**src/rtl/fptd_pkg.sv**
```systemverilog
// Shared definitions for the RSC encoder: trellis state type, frame FSM states,
// BPSK mapping and the single-step trellis function.
package fptd_pkg;

    typedef logic [2:0] rsc_state_t;

    localparam int TAIL_LEN = 3;

    typedef enum logic [1:0] {
        IDLE,
        DATA,
        TAIL
    } fsm_t;

    typedef struct packed {
        rsc_state_t next;
        logic       b1;
        logic       b2;
    } rsc_step_t;

    // Returns +mag for a 0 bit and -mag for a 1 bit; callers size the result.
    function automatic int bpsk_map(input logic b, input int mag);
        return b ? -mag : mag;
    endfunction

    // State bits are {s1,s2,s3}; in a tail step the input is forced so the feedback is 0.
    function automatic rsc_step_t rsc_step(input rsc_state_t s, input logic u, input logic tail);
        rsc_step_t r;
        logic      s1;
        logic      s2;
        logic      s3;
        logic      uu;
        logic      f;
        s1     = s[2];
        s2     = s[1];
        s3     = s[0];
        uu     = tail ? (s2 ^ s3) : u;
        f      = uu ^ s2 ^ s3;
        r.next = {f, s1, s2};
        r.b1   = uu;
        r.b2   = f ^ s1 ^ s3;
        return r;
    endfunction

endpackage

```
**src/rtl/rsc_trellis_step.sv**
```systemverilog
// Combinational single trellis step of the RSC constituent code, shared with
// the decoder-side reference models.
module rsc_trellis_step
    import fptd_pkg::*;
(
    input  logic [2:0] state,
    input  logic       u,
    input  logic       tail,
    output logic [2:0] next_state,
    output logic       b1,
    output logic       b2
);

    rsc_step_t step;

    always_comb begin
        step       = rsc_step(state, u, tail);
        next_state = step.next;
        b1         = step.b1;
        b2         = step.b2;
    end

endmodule

```
**src/rtl/rsc_frame_encoder.sv**
```systemverilog
// Serial RSC frame encoder: K data steps followed by three termination steps,
// with a single registered output slot under a valid/ready handshake.
module rsc_frame_encoder
    import fptd_pkg::*;
#(
    parameter int N = 4,
    parameter int M = 5,
    parameter int K = 40,
    parameter int A = 7
) (
    input  logic                Clock,
    input  logic                nReset,
    input  logic                nClear,
    input  logic                Enable,
    input  logic                in_valid,
    input  logic                in_bit,
    output logic                in_ready,
    output logic                out_valid,
    input  logic                out_ready,
    output logic                b1,
    output logic                b2,
    output logic signed [M-1:0] ba1,
    output logic signed [N-1:0] ba2,
    output logic                out_first,
    output logic                out_tail,
    output logic                out_last
);

    localparam int DW = $clog2(K + 1);

    if (A < 1 || A > (2 ** (N - 1)) - 1 || A > (2 ** (M - 1)) - 1) begin : g_bad_magnitude
        $error("rsc_frame_encoder: BPSK magnitude A does not fit the soft output widths");
    end

    fsm_t                fsm_q, fsm_d;
    logic [DW-1:0]       data_cnt_q, data_cnt_d;
    logic [1:0]          tail_cnt_q, tail_cnt_d;
    rsc_state_t          trellis_q, trellis_d;
    logic                out_valid_q, out_valid_d;
    logic                b1_q, b1_d;
    logic                b2_q, b2_d;
    logic signed [M-1:0] ba1_q, ba1_d;
    logic signed [N-1:0] ba2_q, ba2_d;
    logic                first_q, first_d;
    logic                tail_q, tail_d;
    logic                last_q, last_d;

    logic       slot_free;
    logic       data_fire;
    logic       tail_fire;
    logic       in_tail;
    logic [2:0] step_next;
    logic       step_b1;
    logic       step_b2;
    logic [DW-1:0] data_cnt_inc;

    assign in_tail      = (fsm_q == TAIL);
    assign slot_free    = !out_valid_q || out_ready;
    assign in_ready     = nReset && Enable && nClear && !in_tail && slot_free;
    assign data_fire    = in_valid && in_ready;
    assign tail_fire    = in_tail && Enable && nClear && slot_free;
    assign data_cnt_inc = data_cnt_q + DW'(1);

    rsc_trellis_step u_step (
        .state      (trellis_q),
        .u          (in_bit),
        .tail       (in_tail),
        .next_state (step_next),
        .b1         (step_b1),
        .b2         (step_b2)
    );

    always_comb begin
        fsm_d       = fsm_q;
        data_cnt_d  = data_cnt_q;
        tail_cnt_d  = tail_cnt_q;
        trellis_d   = trellis_q;
        out_valid_d = out_valid_q;
        b1_d        = b1_q;
        b2_d        = b2_q;
        ba1_d       = ba1_q;
        ba2_d       = ba2_q;
        first_d     = first_q;
        tail_d      = tail_q;
        last_d      = last_q;

        if (!nClear) begin
            // Abort: the held symbol is discarded along with the frame context.
            fsm_d       = IDLE;
            data_cnt_d  = '0;
            tail_cnt_d  = '0;
            trellis_d   = '0;
            out_valid_d = 1'b0;
            b1_d        = 1'b0;
            b2_d        = 1'b0;
            ba1_d       = '0;
            ba2_d       = '0;
            first_d     = 1'b0;
            tail_d      = 1'b0;
            last_d      = 1'b0;
        end else if (data_fire || tail_fire) begin
            trellis_d   = step_next;
            out_valid_d = 1'b1;
            b1_d        = step_b1;
            b2_d        = step_b2;
            ba1_d       = M'(bpsk_map(step_b1, A));
            ba2_d       = N'(bpsk_map(step_b2, A));
            first_d     = data_fire && (fsm_q == IDLE);
            tail_d      = tail_fire;
            last_d      = tail_fire && (tail_cnt_q == 2'(TAIL_LEN - 1));

            if (data_fire) begin
                if (data_cnt_inc == DW'(K)) begin
                    fsm_d      = TAIL;
                    data_cnt_d = '0;
                    tail_cnt_d = '0;
                end else begin
                    fsm_d      = DATA;
                    data_cnt_d = data_cnt_inc;
                end
            end else if (tail_cnt_q == 2'(TAIL_LEN - 1)) begin
                fsm_d      = IDLE;
                tail_cnt_d = '0;
            end else begin
                tail_cnt_d = tail_cnt_q + 2'd1;
            end
        end else if (Enable && out_ready) begin
            out_valid_d = 1'b0;
        end
    end

    always_ff @(posedge Clock or negedge nReset) begin
        if (!nReset) begin
            fsm_q       <= IDLE;
            data_cnt_q  <= '0;
            tail_cnt_q  <= '0;
            trellis_q   <= '0;
            out_valid_q <= 1'b0;
            b1_q        <= 1'b0;
            b2_q        <= 1'b0;
            ba1_q       <= '0;
            ba2_q       <= '0;
            first_q     <= 1'b0;
            tail_q      <= 1'b0;
            last_q      <= 1'b0;
        end else begin
            fsm_q       <= fsm_d;
            data_cnt_q  <= data_cnt_d;
            tail_cnt_q  <= tail_cnt_d;
            trellis_q   <= trellis_d;
            out_valid_q <= out_valid_d;
            b1_q        <= b1_d;
            b2_q        <= b2_d;
            ba1_q       <= ba1_d;
            ba2_q       <= ba2_d;
            first_q     <= first_d;
            tail_q      <= tail_d;
            last_q      <= last_d;
        end
    end

    assign out_valid = out_valid_q;
    assign b1        = b1_q;
    assign b2        = b2_q;
    assign ba1       = ba1_q;
    assign ba2       = ba2_q;
    assign out_first = first_q;
    assign out_tail  = tail_q;
    assign out_last  = last_q;

endmodule
```
**config.mk**
```make
export PLATFORM = sky130hd
export DESIGN_NAME = rsc_frame_encoder
export DESIGN_NICKNAME = d
export VERILOG_FILES = /design/src/rtl/fptd_pkg.sv /design/src/rtl/rsc_trellis_step.sv /design/src/rtl/rsc_frame_encoder.sv
export SDC_FILE = /design/constraint.sdc
export NUM_CORES = 1
export LEC_CHECK = 0
export CAP_MARGIN = 20
export CORE_MARGIN = 2
export CORE_UTILIZATION = 54
export DETAILED_ROUTE_END_ITERATION = 8
export PLACE_DENSITY = 0.79
export SLEW_MARGIN = 20
export SYNTH_ARGS = -nofsm -noshare
export SYNTH_HDL_FRONTEND = slang
export SYNTH_HIERARCHICAL = 1
export SYNTH_SLANG_ARGS = --single-unit
```
**constraint.sdc**
```tcl
create_clock -name Clock -period 2.85 [get_ports Clock]
set_input_delay 0.285 -clock Clock [delete_from_list [all_inputs] [get_ports Clock]]
set_output_delay 0.285 -clock Clock [all_outputs]
set_load 0.01 [all_outputs]
```
---- After elaboration in Yosys (flattened, before gate mapping) ----
Cells that the tools add are included.
Widths: inputs -> output; s select.
word-level totals
  output and inout port bits .............. 16
  logic and storage cells ................. 82
  input port bits ......................... 7
  bits in registers ....................... 28
operators by class
  mux-type cells .......................... 36
  bitwise operators ....................... 5
  reductions and logical operators ........ 19
  add/sub/neg operators ................... 2
  eq/ne operators ......................... 8
operators by type and width
  kind                 count
  $mux 6               4
  $mux 2               10
  $mux 5               3
  $mux 1               14
  $mux 4               3
  $logic_and 1x1->1    11
  $add 6x1->6 const B  1
  $eq 6x6->1 const B   1
  $mux 3               2
  $ne 3x1->1 const B   2
  $reduce_and 2->1     3
  $xor 1x1->1          5
  $eq 2x2->1 const B   2
  $ne 2x1->1 const B   2
  $ne 3x2->1 const B   1
  $add 2x1->2 const B  1
  $logic_not 1->1      2
  $logic_not 2->1      1
  $logic_or 1x1->1     2

---- Longest topological paths before layout ----
  depth in word-level cells ............... 9
  gate-level depth with buffers ........... 7
  depth with buffers taken out ............ 7

---- Modules after synthesis ----
Netlist, hierarchy kept.
modules (own cells, without submodules)
  module             area each (um^2)  cells each  seq. area each (um^2)  instances
  rsc_frame_encoder  1103.6            116         550.5                  1
  rsc_trellis_step   77.6              12          0.0                    1

---- Worst setup path before layout ----
Ideal clock, no wire load.
  path kind ............................... register to register
  from .................................... register data_cnt_q[3]
  to ...................................... register data_cnt_q[3]
  path buffers ............................ 0
  stages on the path, launching flop included .. 5
  setup slack ............................. 1.262 ns
  library setup time ...................... 0.142 ns
  arrival time ............................ 1.446 ns
  clock period less this slack ............ 1.588 ns
  data required time ...................... 2.708 ns
  cells stage by stage .................... dfrtp_1 > or2_2 > mux2_2 > o21ai_0 > o211ai_1
between the ends
  longest elaborated chain between the ends .. 6
ends and longest elaborated chain
  item                    RTL line                  source
  start, declared         rsc_frame_encoder.sv:36   logic [DW-1:0] data_cnt_q, data_cnt_d;
  start signal, assigned  rsc_frame_encoder.sv:148  data_cnt_q <= data_cnt_d;
  $add 6x1->6 (*)         rsc_frame_encoder.sv:62   assign data_cnt_inc = data_cnt_q + DW'(1);
  $eq 6x6->1              rsc_frame_encoder.sv:113  if (data_cnt_inc == DW'(K)) begin
  $mux 6 (*)              rsc_frame_encoder.sv:113
  $mux 6 (*)              rsc_frame_encoder.sv:112  if (data_fire) begin
  $mux 6 (*)              rsc_frame_encoder.sv:101  end else if (data_fire || tail_fire) begin
  $mux 6 (*)              rsc_frame_encoder.sv:87   if (!nClear) begin
Every way passes the cells marked *; elsewhere a longest branch is shown, timed or not. The select of a mux whose other input is x is not followed.
A chain may end at the register's enable or synchronous reset.

---- Final worst setup path ----
  from .................................... input nClear
  to ...................................... output in_ready
between the ends
  longest elaborated chain between the ends .. 3
ends and longest elaborated chain
  item                             RTL line                 source
  start, declared                  rsc_frame_encoder.sv:13  input logic nClear,
  $logic_and 1x1->1 (3 in series)  rsc_frame_encoder.sv:59  assign in_ready = nReset && Enable && nClear && !in_tail && slot_free;
  end, declared                    rsc_frame_encoder.sv:17  output logic in_ready,
No other way between the ends.

==> metrics.md <==
| Metric | Value |
|---|---|
| Post-Layout Cell Count | 170 |
| IO Port Bufs | 22 |
| Leakage power | 0.627 nW |
| Tcrit/Tclk final | between 70% and 80% |
| Number of diodes | 0 |
| Crit path arrival time | 1.82 ns |
| RSZ-0062 raised after global routing | false |
| Crit-path max FO | 6 |
| Synth cell types | 39 |
| Clock transition at path regs | 0.13 ns |
| Status | finished clean |
| Critical path startpoint category | input port |
| Final WL | 2.33 mm |
| Total Routing Usage GR | 20.4% |
| Peak Freq | roughly 0.47 GHz |
| Fin crit period | 2.11 ns |
| Chip Width | between 50 and 60 µm |
| CP endpoint kind | output pin |
| First-pass GRT wire length | ~4 mm |
| Post-CTS resize count | 0 |
| Total power draw | between 0.0006 and 0.0007 W |
| Core box area | 2020 µm² |
| Drt pass-1 iters | 4 |
| DP Cell Count | 166 |
| Critical Path RT | 2.57 ns |
| Worst-skew pair later-pin latency | between 0.3 and 0.4 ns |
| Root buf cell | clkbuf_4 |
| Synthesis-to-layout area growth | 19.8% |
| Gpl congestion | 0.778 |
| Num CTS Buffers | 3 |
| VDD IR max | 0.333 mV |
| Initial antenna violation count | 0 |
| Reg2reg start | data_cnt_q[3] |
| Residual DRC | 0 |
| Worst min path class | input port to asynchronous set/reset pin |
| Vias/cell | around 5.6 |
| Synth Cell Area | 1180 µm² |
| Hold-fix buffer count after cts | 0 |
| Slew Viols, Final | 0 |
| DR iter-0 viols | 15 |
| # clock sinks | 22 |
| Synth Area per Inst | just over 9 µm² |
| Rows | 16 |
| Post-synthesis register bit count | 22 |
| Most frequent cells in the layout | dfrtp_1, clkdlybuf4s50_1, nand2_1 |
| Final setup fails | 0 |
| Fill cells | between 150 and 200 |
| CTS tree | done |
| Fin Setup TNS | 0 ns |
| Post-CTS setup buffer count | 0 |
| Slew HR | between 60% and 70% |
| Final HPWL DP | 1.69 mm |
| Maximum capacitance violations | 0 |
| Yosys warning count | 6 |
| ANT nets after route | 0 |
| Number of global-route vias before repair | about 940 |
| IO Pins | 23 |
| Power density over cell area | 445 nW/µm² |
| DIE HEIGHT | ~51 µm |
| Critical Path Start | nClear |
| Register area share after synthesis | 46.6% |
| Share of layout cells above drive strength 1 | 10.5% |
| Final hold vios | 0 |
| H-tree depth | 1 |
| Crit Path Class | input port to output pin |
| Drt wl/cell | 13.7 µm |
| Worst slew pin tran | 0.582 ns |
| Largest net degree at the start of global routing | 24 |
| Syn Inst Count | 128 |
| Initial Util | approximately three fifths |
| Grt total ovfl | 0 |
| Fin Clk Skew | 0.0118 ns |
| Syn_nets | approximately 140 |
| Die area | 2580 µm² |
| Final #Nets | between 150 and 200 |
| Clock buffer depth | 2 |
| DR vias | 949 |
-- worst paths after layout --
| path | to | slack [ns] | cells after the start |
|---|---|---|---|
| worst max-delay path | in_ready | 0.74 | 5 |
| worst min-delay path | ba1[0] | 0.35 | 2 |
| max in group asynchronous | ba1[2] | 2.28 | 2 |
| worst max register to register | data_cnt_q[3] | 0.96 | 4 |
| min in group Clock | out_tail | 0.49 | 1 |
| worst min register to register | out_tail | 0.49 | 1 |
-- state kept, by name, indices dropped and copies added (netlist names) --
register    cells
data_cnt_q      6
trellis_q       3
ba1             2
fsm_q           2
tail_cnt_q      2
b1              1
b2              1
ba2             1
out_first       1
out_last        1
out_tail        1
out_valid       1
-- power by group --
| part | switching (W) | internal [W] |
|---|---|---|
| logic | 0.0000344 | 0.0000333 |
| registers | 0.00000611 | 0.000319 |
| clock network | 0.0000942 | 0.000142 |
| total | 0.000135 | 0.000494 |
-- critical path, stage by stage --
cell and delay (ns):
clkdlybuf4s50_1 0.48, nand2_1 0.13, or2_1 0.28, nor2_1 0.11, clkdlybuf4s50_1 0.53
-- cells by family (layout without fill, tap and decap cells) --
group                      count (synthesis)  after routing  synth area share (%)
and+or+nand+nor                           48             48                  20.9
AOI/OAI and AO/OA                         29             29                  16.3
DFF                                       22             22                  46.6
buffers and inverters                     22             37                  10.5
xor gates and xnor gates                   5              5                  3.71
adders and majority gates                  1              1                  1.06
muxes                                      1              1                 0.953
-- stage by stage --
step / util (%) / cell area [µm²] / setup slack [ns] / hold WS [ns]
after floorplan: - / 1180 / 1.26 / -0.0106
after global placement: 67.4 / 1360 / 0.759 / 0.459
after detailed placement: 67.4 / 1360 / 0.744 / 0.472
after CTS: 70.0 / 1420 / 0.732 / 0.360
after global routing: 70.0 / 1420 / 0.632 / 0.384
final: 70.0 / 1420 / 0.744 / 0.348
-- area by class of cell --
class,instances,area [µm²],area share (%)
well taps,27,33.8,2.39
flip-flops and latches,22,551,38.9
inverters,9,36.3,2.56
clock buffers,3,22.5,1.59
multi-input cells,84,507,35.8
clock inverters,1,30.0,2.12
repair buffers,24,235,16.6
-- layer usage --
layer,routed length [µm],track usage [%],up-vias
met2,1170,37.5,21
met5,0,0,-
met3,92,3.87,3
li1,-,-,466
met4,14,4.05,0
met1,1040,24.7,459
-- cells in the mapped netlist, drive strengths merged --
library cell	count	area (µm²)
nand3	13	65.1
clkbuf	2	7.51
a211o	1	10.0
dfrtp	22	551
mux2	1	11.3
buf	11	80.1
o21ai	13	65.1
o22ai	2	12.5
a22oi	2	15.0
a21o	2	15.0
a41o	1	10.0
nor2b	1	6.26
xor2	2	17.5
o211ai	2	15.0
xnor2	3	26.3
inv	9	36.3
a21oi	2	13.8
or4	2	18.8
nor4	1	6.26
nor2	6	22.5
or2	3	18.8
o41ai	1	8.76
o21bai	1	7.51
nor3	2	15.0
ha	1	12.5
nor3b	1	12.5
a22o	1	8.76
o41a	1	11.3
nand2	18	67.6
nand2b	1	13.8
(Power assumes the default switching activity.)
==> RTL edit 1: new RTL, config.mk and constraints unchanged <==
Change the parameter `K` from 40 to 80.
--- a/src/rtl/rsc_frame_encoder.sv
+++ b/src/rtl/rsc_frame_encoder.sv
@@ -5,7 +5,7 @@
 #(
     parameter int N = 4,
     parameter int M = 5,
-    parameter int K = 40,
+    parameter int K = 80,
     parameter int A = 7
 ) (
     input  logic                Clock,
Check against the original RTL: no difference found for any inputs over 10 cycles, from zero or initial values and one cycle with nReset low; that may be too few to reach the edited logic, so the function may still have changed.
==> RTL edit 1 against the original RTL <==
  * Worst setup slack got worse by 0.050 ns
  * Routed wire length is 8.0% higher
  * Total power fell by 11%
  * Area after synthesis increased by 7.3%
  * Critical path depth unchanged
  * Sequential cell count is 1 higher
  * Count of clock-buffer cells in the layout did not move
  * Design area grew 6.3%
  * Highest routed layer unchanged
==> RTL edit 1: results (changes against the original RTL) <==
[detailed_routing]
wl_per_cell_um=14.19  ; +3.7%
drtIter0Drc=16  ; +1
viasPerCell=5.565  ; -0.31%

[logic_synthesis]
synth_commonest_cells=dfrtp_1, nand3_1, o21ai_0
yosysWarnings=6  ; unchanged
syn_nets=138  ; +1.5%
synth_cell_type_count=41  ; +5.1%
synth.area.top_cells=dfrtp_1, nand3_1, buf_4
synth-seq-area-share=0.4541  ; -0.01200
async_flop_share=1.000  ; unchanged

[place]
placed_area_mm2=0.001476  ; +8.4%
dp_hpwl_um=1879  ; +11%
post-place-ws_ns=0.7008  ; -0.04348 ns
gp_congestion=0.7925  ; +1.9%
numPortBuffers=22  ; unchanged

[global_routing]
grt_use_met2=0.3646  ; -0.01042
grt_pass1_wl_um=4291  ; +7.6%
antenna_found_initial=0  ; unchanged
use_met1=0.2709  ; +0.02377
first_global_vias=964  ; +2.2%
use_met3=0.03714  ; -0.001548
grt_max_degree=19  ; -21%
grt_usage=0.2158  ; +0.01187

[sta]
skew_ns=0.01045  ; -0.001393 ns
worst_slew_pin_slew_ns=0.4387  ; -0.1436 ns

[power_and_ir_drop]
p_leak_nw=0.6547  ; +4.5%
worst_ir_drop_vdd_mv=0.3364  ; +0.90%

[clocking]
htree_levels=1  ; unchanged
cts_buffer_depth=2  ; unchanged
clock_latency_ns=0.31  ; about the same
cts-resized-gates=0  ; unchanged
cts_made_buffers=3  ; unchanged
cts.clk_slew.worst_paths_ns=0.12

[run_status]
outcome=finished clean

[layout]
top_regs=data_cnt_q: 7 flops, trellis_q: 3 flops
multi_input_area_um2=581.8  ; +15%
diodes=0  ; unchanged
nets=158  ; +3.9%
n_fill_cell=189  ; +20%
drive_gt1_frac=0.1342  ; +0.02933

[setup_path]
worstPathArrival_ns=1.87  ; +0.05 ns
crit_fanout=4  ; -2

## RTL edit 1: changes by cell type after synthesis, moves of 2 or more
| cell | delta |
|---|---|
| a21oi_1 | +2 |
| or3_1 | +2 |
| nand2_1 | -8 |
| nand2b_1 | +2 |
| nand3_1 | +2 |
| o2bb2ai_1 | +2 |
| o22ai_1 | -2 |
| o211ai_1 | -2 |
## RTL edit 1: stage by stage
stage,hold WS (ns),instances
2_1_floorplan,-0.01059,130
3_3_place_gp,0.4642,173
3_5_place_dp,0.4725,173
4_1_cts,0.2499,177
5_1_grt,0.2551,177
6_report,0.2525,177
## RTL edit 1: worst max-delay path, cell delays in order
cell and delay (ns):
clkdlybuf4s50_1 0.50, nand2b_1 0.26, nand3_1 0.16, nor2_1 0.12, clkdlybuf4s50_1 0.54
## RTL edit 1: layer usage
metal  vias up  share of wire
met5         -              0
met4         0          0.012
met3         4          0.034
met2        21           0.50
met1       466           0.45
li1        494              -
## RTL edit 1: where the power goes
| part | internal [mW] | switching [mW] | leakage [nW] |
|---|---|---|---|
| Clock | 0.0525 | 0.0987 | 0.0177 |
| Combinational | 0.0357 | 0.0372 | 0.319 |
| Sequential | 0.333 | 0.00622 | 0.318 |
| Total | 0.421 | 0.142 | 0.655 |
## RTL edit 1: cell type report
type | instances | share of cell area
flip-flops and latches | 23 | 0.3827
well taps | 28 | 0.02329
inverters | 9 | 0.02246
clock inverters | 1 | 0.003328
clock buffers | 3 | 0.01498
repair buffers | 26 | 0.1664
multi-input cells | 87 | 0.3869
## RTL edit 1: final timing paths
| path | from | to | cells past startpoint | slack, ns |
|---|---|---|---|---|
| setup / recovery | out_ready | in_ready | 5 | 0.69 |
| min in group Clock | out_tail | out_tail | 1 | 0.50 |
| hold / removal | nReset | b2 | 2 | 0.25 |
| max in group asynchronous | nReset | data_cnt_q[6] | 3 | 2.18 |
| setup reg to reg | fsm_q[0] | out_last | 6 | 1.32 |
| hold reg to reg | out_tail | out_tail | 1 | 0.50 |
## RTL edit 1: cells by family after synthesis
group           count (synthesis)  synth area share
compound gates                 34            0.1945
xor+xnor                        5           0.03456
fa+ha+maj                       1          0.009870
buf+inv                        20           0.08686
flops                          23            0.4541
mux                             1          0.008884
simple gates                   46            0.2112
==> RTL edit 2: new RTL, same settings <==
Made on the original files. Make the reset (`nReset`) synchronous in one clocked block.
--- a/src/rtl/rsc_frame_encoder.sv
+++ b/src/rtl/rsc_frame_encoder.sv
@@ -129,7 +129,7 @@
         end
     end
 
-    always_ff @(posedge Clock or negedge nReset) begin
+    always_ff @(posedge Clock) begin
         if (!nReset) begin
             fsm_q       <= IDLE;
             data_cnt_q  <= '0;
Check against the original RTL: differs if nReset is asserted again (counterexample within 4 cycles, from zero or initial values and one cycle with nReset low); with nReset held inactive, the same outputs for 10 cycles.
==> RTL edit 2 against the original RTL <==
  * Design area shrank 6.8%
  * Sequential cell count unchanged
  * Clock skew decreased by 0.0054 ns
  * Area after synthesis decreased by 8.2%
  * Routed wire length is 4.2% lower
  * Critical endpoint unchanged
  * Register-to-register slack improved by 0.11 ns
  * Total power decreased by 5.3%
  * Cell count decreased by 1.8%
  * Worst setup slack lost 0.17 ns
  * Count of clock-buffer cells in the layout unchanged
  * Via count shrank 2.1%
==> RTL edit 2: results (changes against the original RTL) <==
[layout]
n_fill_cell=169  ; +7.0%
drive_gt1_frac=0.1000  ; -0.004895
clkCellAreaFrac=0.03985  ; +0.002713
buf_share=0.1727  ; +0.006451
multi_input_area_um2=546.8  ; +7.9%
regArea_um2=440.4  ; -20%
nets=149  ; -2.0%

[place]
gp_congestion=0.8080  ; +3.9%
placed_area_mm2=0.001266  ; -7.1%

[run_status]
outcome=finished clean

[setup_path]
crit_path_max_incr_delay_ns=0.60  ; +0.07 ns
rr_endpoint=data_cnt_q[4]
r2r_cells=5  ; +1
r2r_slack_ns=1.07  ; +0.11 ns
r2r-start=fsm_q[0]
worstPathArrival_ns=1.99  ; +0.17 ns
crit_fanout=19  ; +13

[logic_synthesis]
syn_nets=132  ; -2.9%
synth.area.top_cells=dfxtp_1, buf_4, nor2_1
async_flop_share=0  ; -1.000
synth-seq-area-share=0.4060  ; -0.06010
synth_cell_type_count=40  ; +2.6%

[detailed_routing]
num_vias=929  ; -2.1%
met3_length_um=86  ; -6.5%
dr_wl_met2_um=1160  ; -1.2%
wl_per_cell_um=13.34  ; -2.5%
met1_length_um=959  ; -8.1%

[global_routing]
use_met1=0.2525  ; +0.005361
grt_pass1_wl_um=3953  ; -0.88%
use_met3=0.04294  ; +0.004254
grt_usage=0.2114  ; +0.007486
grt_use_met2=0.3721  ; -0.002854
grt_max_degree=20  ; -17%

[hold_path]
hp-class=reg -> reg

[power_and_ir_drop]
p_switching_mw=0.1230  ; -8.7%
pg_seq_mw=0.312  ; -4%
worst_ir_drop_vdd_mv=0.5013  ; +50%

[sta]
slew_headroom=0.6371  ; +0.02936

[die]
die_w_um=48.82  ; -3.8%

RTL edit 2: changes by cell type after synthesis, sizes merged, moves of 7 or more:
cell and delta:
dfxtp +22, dfrtp -22, nor2 +9, a21oi +9, nand3 -8, nand2 -7
RTL edit 2: stage by stage:
| step | worst slack (ns) | instances | hold slack (ns) | total power [mW] | utilization |
|---|---|---|---|---|---|
| after global routing | 0.4892 | 167 | 0.5297 | 0.6176 | 0.6862 |
| after global placement | 0.5913 | 163 | 0.4612 | 0.3591 | 0.6589 |
| after CTS | 0.5474 | 167 | 0.5108 | 0.6015 | 0.6862 |
| final | 0.5712 | 167 | 0.5013 | 0.5955 | 0.6862 |
| after floorplan | 1.244 | 124 | 0.4482 | 0.3422 | - |
| after detailed placement | 0.5473 | 163 | 0.4921 | 0.3608 | 0.6589 |
RTL edit 2: logic make-up (layout without fill, tap and decap cells):
| kind of cell | after synthesis | count (layout) | synth area share |
|---|---|---|---|
| AND/OR/NAND/NOR | 46 | 46 | 0.2307 |
| AO/OA/AOI/OAI | 32 | 32 | 0.1915 |
| buffers and inverters | 15 | 31 | 0.08996 |
| flip-flops | 22 | 22 | 0.4060 |
| XOR/XNOR | 3 | 3 | 0.02423 |
| multiplexers | 5 | 5 | 0.04614 |
| adder cells (fa/ha/maj) | 1 | 1 | 0.01153 |
RTL edit 2: worst max-delay path: cells and delay by family:
kind	cells	cell delay (ns)
buffers and inverters	2	1.11
AND/OR/NAND/NOR	2	0.60
RTL edit 2: worst max path at each step:
| stage | to | slack [ns] | depth (start not counted) |
|---|---|---|---|
| global placement | data_cnt_q[4] | 0.59 | 5 |
| finish | in_ready | 0.57 | 4 |
| CTS | in_ready | 0.55 | 4 |
| detailed placement | in_ready | 0.55 | 4 |
| floorplan | fsm_q[0] | 1.24 | 5 |
| global route | in_ready | 0.49 | 4 |
